$ cat src/rtl/ffo_bitmap_alloc288.sv
// 288-entry free-map allocator: highest-free-index grant into a valid/ready slot, frees return to the map.
// Optional ALLOC_BYPASS_EN: an accepted free lands directly in an empty slot when the map has nothing to grant.

module ffo288 (
  input  logic [287:0] vec,
  output logic [8:0]   idx
);
  // Highest set bit wins; 511 flags an all-zero vector.
  always_comb begin
    idx = 9'd511;
    for (int i = 0; i < 288; i++) begin
      if (vec[i]) idx = 9'(i);
    end
  end
endmodule

module ffo_bitmap_alloc288 #(
  parameter int unsigned RESV = 0
) (
  input  logic       clk,
  input  logic       rstn,
  input  logic       flush,
  input  logic       alloc_rdy,
  output logic       alloc_vld,
  output logic [8:0] alloc_idx,
  input  logic       free_vld,
  input  logic [8:0] free_idx,
  output logic [8:0] free_cnt,
  output logic       err_dblfree
);
  localparam int unsigned N  = 288;
  localparam int unsigned IW = 9;
  localparam logic [IW-1:0] NONE     = IW'(511);
  localparam logic [IW-1:0] LAST     = IW'(N - 1);
  localparam logic [N-1:0]  MAP_INIT = {N{1'b1}} << RESV;
  localparam logic [IW-1:0] CNT_INIT = IW'(N - RESV);

  logic [N-1:0]  map;
  logic [N-1:0]  map_n;
  logic          armed;
  logic [IW-1:0] ffo;
  logic          vld_n;
  logic [IW-1:0] idx_n;
  logic [IW-1:0] cnt_n;
  logic          handshake_c;
  logic          load_c;
  logic          free_ok_c;

  ffo288 u_ffo (
    .vec (map),
    .idx (ffo)
  );

  // armed holds off the first slot load by one edge after reset release
  assign handshake_c = alloc_vld & alloc_rdy;
  assign load_c      = armed & (~alloc_vld | alloc_rdy);

  // Freeable entries are exactly the ones set at reset; the slot entry is never in the map.
  always_comb begin
    free_ok_c = 1'b0;
    if (free_vld && (free_idx <= LAST)) begin
      free_ok_c = MAP_INIT[free_idx] & ~map[free_idx] &
                  ~(alloc_vld & (free_idx == alloc_idx));
    end
  end

  always_comb begin
    map_n = map;
    vld_n = alloc_vld;
    idx_n = alloc_idx;
    if (load_c) begin
      if (ffo != NONE) begin
        idx_n      = ffo;
        vld_n      = 1'b1;
        map_n[ffo] = 1'b0;
      end else begin
        vld_n = 1'b0;
      end
    end
`ifdef ALLOC_BYPASS_EN
    if (free_ok_c && load_c && (ffo == NONE)) begin
      idx_n = free_idx;
      vld_n = 1'b1;
    end else if (free_ok_c) begin
      map_n[free_idx] = 1'b1;
    end
`else
    if (free_ok_c) map_n[free_idx] = 1'b1;
`endif
    cnt_n = free_cnt + IW'(free_ok_c) - IW'(handshake_c);
  end

  always_ff @(posedge clk or negedge rstn) begin
    if (!rstn) begin
      map         <= MAP_INIT;
      armed       <= 1'b0;
      alloc_vld   <= 1'b0;
      alloc_idx   <= '0;
      free_cnt    <= CNT_INIT;
      err_dblfree <= 1'b0;
    end else begin
      armed <= 1'b1;
      if (flush) begin
        map         <= MAP_INIT;
        alloc_vld   <= 1'b0;
        alloc_idx   <= '0;
        free_cnt    <= CNT_INIT;
        err_dblfree <= 1'b0;
      end else begin
        map         <= map_n;
        alloc_vld   <= vld_n;
        alloc_idx   <= idx_n;
        free_cnt    <= cnt_n;
        err_dblfree <= free_vld & ~free_ok_c;
      end
    end
  end
endmodule
$ cat config.mk
export PLATFORM = sky130hd
export DESIGN_NAME = ffo_bitmap_alloc288
export DESIGN_NICKNAME = d
export VERILOG_FILES = /design/src/rtl/ffo_bitmap_alloc288.sv
export SDC_FILE = /design/constraint.sdc
export NUM_CORES = 1
export LEC_CHECK = 0
export ABC_AREA = 1
export ABC_CLOCK_PERIOD_IN_PS = 14600
export BUFFER_PORTS_ARGS = -buffer_cell sky130_fd_sc_hd__buf_2
export CORE_MARGIN = 2
export CORE_UTILIZATION = 40
export DETAILED_ROUTE_END_ITERATION = 16
export SYNTH_ARGS = -nofsm -noshare
export SYNTH_HDL_FRONTEND = slang
export SYNTH_SLANG_ARGS = --single-unit
export TNS_END_PERCENT = 50
$ cat constraint.sdc
create_clock -name clk -period 14.6 [get_ports clk]
set_clock_uncertainty 0.15 [all_clocks]
set_input_delay 1.46 -clock clk [delete_from_list [all_inputs] [get_ports clk]]
set_output_delay 1.46 -clock clk [all_outputs]
set_load 0.1 [all_outputs]
==> impl_metrics.csv <==
group,metric,value,unit
setup_path,crit_type,"reg -> reg",
setup_path,slowest_delay,0.54,ns
floorplan,std_cell_rows,83,
sta,hold_viol,0,
grt,antenna_found_initial,4,
floorplan,core_area,51610,um2
power,power.total,2.332,mW
setup_path,cp-start-kind,"flip-flop",
grt,grt_pass1_wl,137800,um
power,ir_drop,0.00007700,V
cts,cts_tree,"done",
drt,avgRoutedWirePerCell,23.89,um
grt,track_usage,34.17,%
setup_path,crit_required,14.95,ns
setup_path,reg2regPathDepth,291,
drt,drtAntennaViolNets,0,
grt,globalRouteOverflowTotal,0,
run_status,violations,"setup timing",
placement,dp_hpwl,59190,um
synthesis,netlist_instances,3159,
sta,finalWorstSetupSlack,-1.314,ns
setup_path,critPathSlowestCell,"dfstp_2",
finish,nNetsFinal,3224,
finish,nFillCells,5164,
floorplan,fp.dieH,233.1,um
finish,multi_input_area,11030,um2
placement,gp_congestion,0.9778,
setup_path,crit_fanout,5,
synthesis,synth-seq-cells,309,
setup_path,startpoint,"map[1]",
cts,clk_path_buf_depth,3,
sta,period_minus_slack,15.91,ns
power,power.density,95.80,nW/um2
finish,seqCellArea,8095,um2
run_status,outcome,"finished with violations",
finish,area_growth,15.97,%
drt,vias,22930,
cts,cts_buffers,41,
placement,io_buffers,33,
setup_path,crit_arrival,16.26,ns
setup_path,rrSetupSlack,-1.31,ns
cts,cts-root-buf,"clkbuf_16",
setup_path,crit_top_cell,"nand2_1",
placement,dp.cells,3825,
floorplan,die_w,233.1,um
hold_path,min_path_type,"reg -> reg",
floorplan,fp.dieArea,54320,um2
setup_path,r2r_start,"map[1]",
grt,grt_pass1_vias,21660,
drt,first_pass_iters,8,
cts,clock-sinks,309,
drt,drt_iter0_drc,2847,
finish,drive_above_1_share,17.94,%
synthesis,avgSynthCellArea,6.644,um2
sta,max_freq,62.84,MHz
setup_path,crit-reg2reg-capture,"map[276]",
synthesis,async_flop_share,100.0,%
synthesis,yosys.cell_types.count,44,
synthesis,synth_edf_count,0,
cts,clk_latency,0.59,ns
cts,hold_buffers,0,
power,cellLeakagePower,10.79,nW
synthesis,ys_seq_area_share,38.57,%
finish,final_cells,3909,
setup_path,cp-end-kind,"flip-flop",
sta,finalSetupViolCount,288,
setup_path,setup.worst_path.end,"map[276]",
drt,drc_errors,0,
synthesis,synthesis.area,20990,um2
floorplan,io_pins,34,
sta,relSlewSlack,8.106,%
synthesis,ys.flop_type,"dfstp_2",
sta,worst_pin_slew,1.373,ns
floorplan,start_util,40.67,%
job,drv_cap,0,
sta,final_min_period_over_clock_period,109.0,%
hold_path,min_from,"map[8]",
synthesis,syn-num-nets,3183,
hold_path,min_path_cells,2,
drt,avgViaCountPerCell,5.865,
drt,wl,93390,um
sta,rsz0062_at_grt,"true",
cts,cts_htree_levels,2,
grt,grt_max_degree,120,
cts,clk_pin_slew,0.06,ns
synthesis,yosys_warnings,0,
sta,drv_slew,0,
-- logic make-up (layout without fill, tap and decap cells) --
family | count (synthesis) | after routing | share of synthesized area (%)
other | 1 | 3 | 0.01787
DFF | 309 | 309 | 38.57
and+or+nand+nor | 1494 | 1494 | 29.17
buffers and inverters | 560 | 628 | 10.30
adders and majority gates | 10 | 10 | 0.6319
AOI/OAI and AO/OA | 779 | 779 | 21.07
xor gates and xnor gates | 6 | 6 | 0.2504
-- cell type report --
| type | count | share of cell area, % |
|---|---|---|
| clock inverters | 11 | 0.8584 |
| diodes | 2 | 0.02056 |
| inverters | 414 | 6.384 |
| repair buffers | 144 | 5.778 |
| multi-input cells | 2290 | 45.30 |
| clock buffers | 59 | 4.904 |
| flip-flops and latches | 309 | 33.26 |
| well taps | 680 | 3.495 |
-- critical path: cells and delay by family, from the launching register on --
| family | cells | cell delay [ns] |
|---|---|---|
| flops | 1 | 0.54 |
| compound gates | 1 | 0.10 |
| buf+inv | 4 | 0.55 |
| simple gates | 286 | 14.39 |
-- metal layers --
metal  share of wire, %  track usage (%)  up-vias
met2                 42            50.96     1358
met3                 12            7.825      274
li1                   -                -    10450
met5              0.041                0        -
met1                 41            46.58    10840
met4                5.3            16.48        6
-- power by group --
part	internal [mW]	switching, mW	leakage [nW]
clock	0.669	0.414	0.691
combinational	0.0872	0.276	6.80
sequential	0.874	0.0107	3.30
-- flip-flops by register name (all words and copies together), names as in the netlist --
| name | flops |
|---|---|
| map | 288 |
| armed | 1 |
| err_dblfree | 1 |
| alloc_idx | 9 |
| free_cnt | 9 |
| alloc_vld | 1 |
-- worst min-delay path by stage --
stage | endpoint | slack (ns)
6_report | map[8] | 0.31
5_1_grt | map[121] | 0.33
4_1_cts | map[143] | 0.32
3_5_place_dp | map[143] | 0.31
3_3_place_gp | map[167] | 0.31
2_1_floorplan | map[103] | 0.30
-- through the flow --
| stage | TNS, ns | worst slack, ns | util, % | instance area, um2 | hold WS [ns] |
|---|---|---|---|---|---|
| 2_1_floorplan | 0 | 1.170 | - | 20990 | 0.2999 |
| 3_3_place_gp | -257.29 | -1.060 | 43.55 | 22480 | 0.3107 |
| 3_5_place_dp | -218.16 | -0.9350 | 43.55 | 22480 | 0.3131 |
| 4_1_cts | -251.32 | -0.9571 | 46.60 | 24050 | 0.3229 |
| 5_1_grt | -1084.95 | -3.865 | 47.15 | 24340 | 0.3295 |
| 6_report | -349.63 | -1.314 | 47.16 | 24340 | 0.3065 |
-- synthesized netlist by cell type (3+ instances only) --
cell	n	area share [%]
a221oi_1	5	0.21
nand4_1	87	2.6
nand4_4	4	0.41
buf_2	4	0.095
inv_2	4	0.072
clkinv_1	3	0.054
nor4_1	4	0.12
o31ai_1	3	0.11
o2111ai_1	4	0.17
clkbuf_1	120	2.1
a22oi_1	18	0.64
a22o_1	3	0.13
inv_1	407	7.3
o221ai_1	16	0.67
ha_1	9	0.54
buf_1	14	0.25
dfrtp_1	19	2.3
o21ai_1	42	1.0
nand2_1	909	16
nor3_1	52	1.2
nand3_1	72	1.7
xor2_1	4	0.17
a31oi_1	3	0.089
o21bai_1	76	2.7
o22ai_1	117	3.5
a41oi_1	3	0.13
nor2_1	357	6.4
nand3_2	4	0.19
o21ai_0	189	4.5
a21oi_1	296	7.1
buf_6	7	0.38
dfstp_2	290	36
-- layout by cell type, fill, tap and decap left out, types with 8 or more instances in the layout --
master     Yosys  routed
nand4_1       87      87
nor2_4         0      10
dfstp_2      290     290
o22ai_1      117     117
clkbuf_8       0      11
o221ai_1      16      16
nor2_1       357     334
a22oi_1       18      18
buf_2          4      31
nor3_1        52      51
inv_1        407     405
clkbuf_1     120       8
buf_4          0      73
ha_1           9       9
o21ai_0      189     121
nor2_2         0      13
o21bai_1      76      76
clkbuf_16      0      44
dfrtp_1       19      19
nand3_1       72      71
buf_12         0      18
o21ai_1       42      81
nand2_1      909     901
o21ai_2        0      29
buf_6          7      11
a21oi_1      296     296
-- what timing repair did --
| item | CTS | global route |
|---|---|---|
| setup endpoints to repair | 288 | 288 |
| pin swaps | 2 | 13 |
| cloned | 2 | 3 |
| setup buffers | 3 | 4 |
| resized for setup | 61 | 80 |
(Power assumes the default switching activity.)
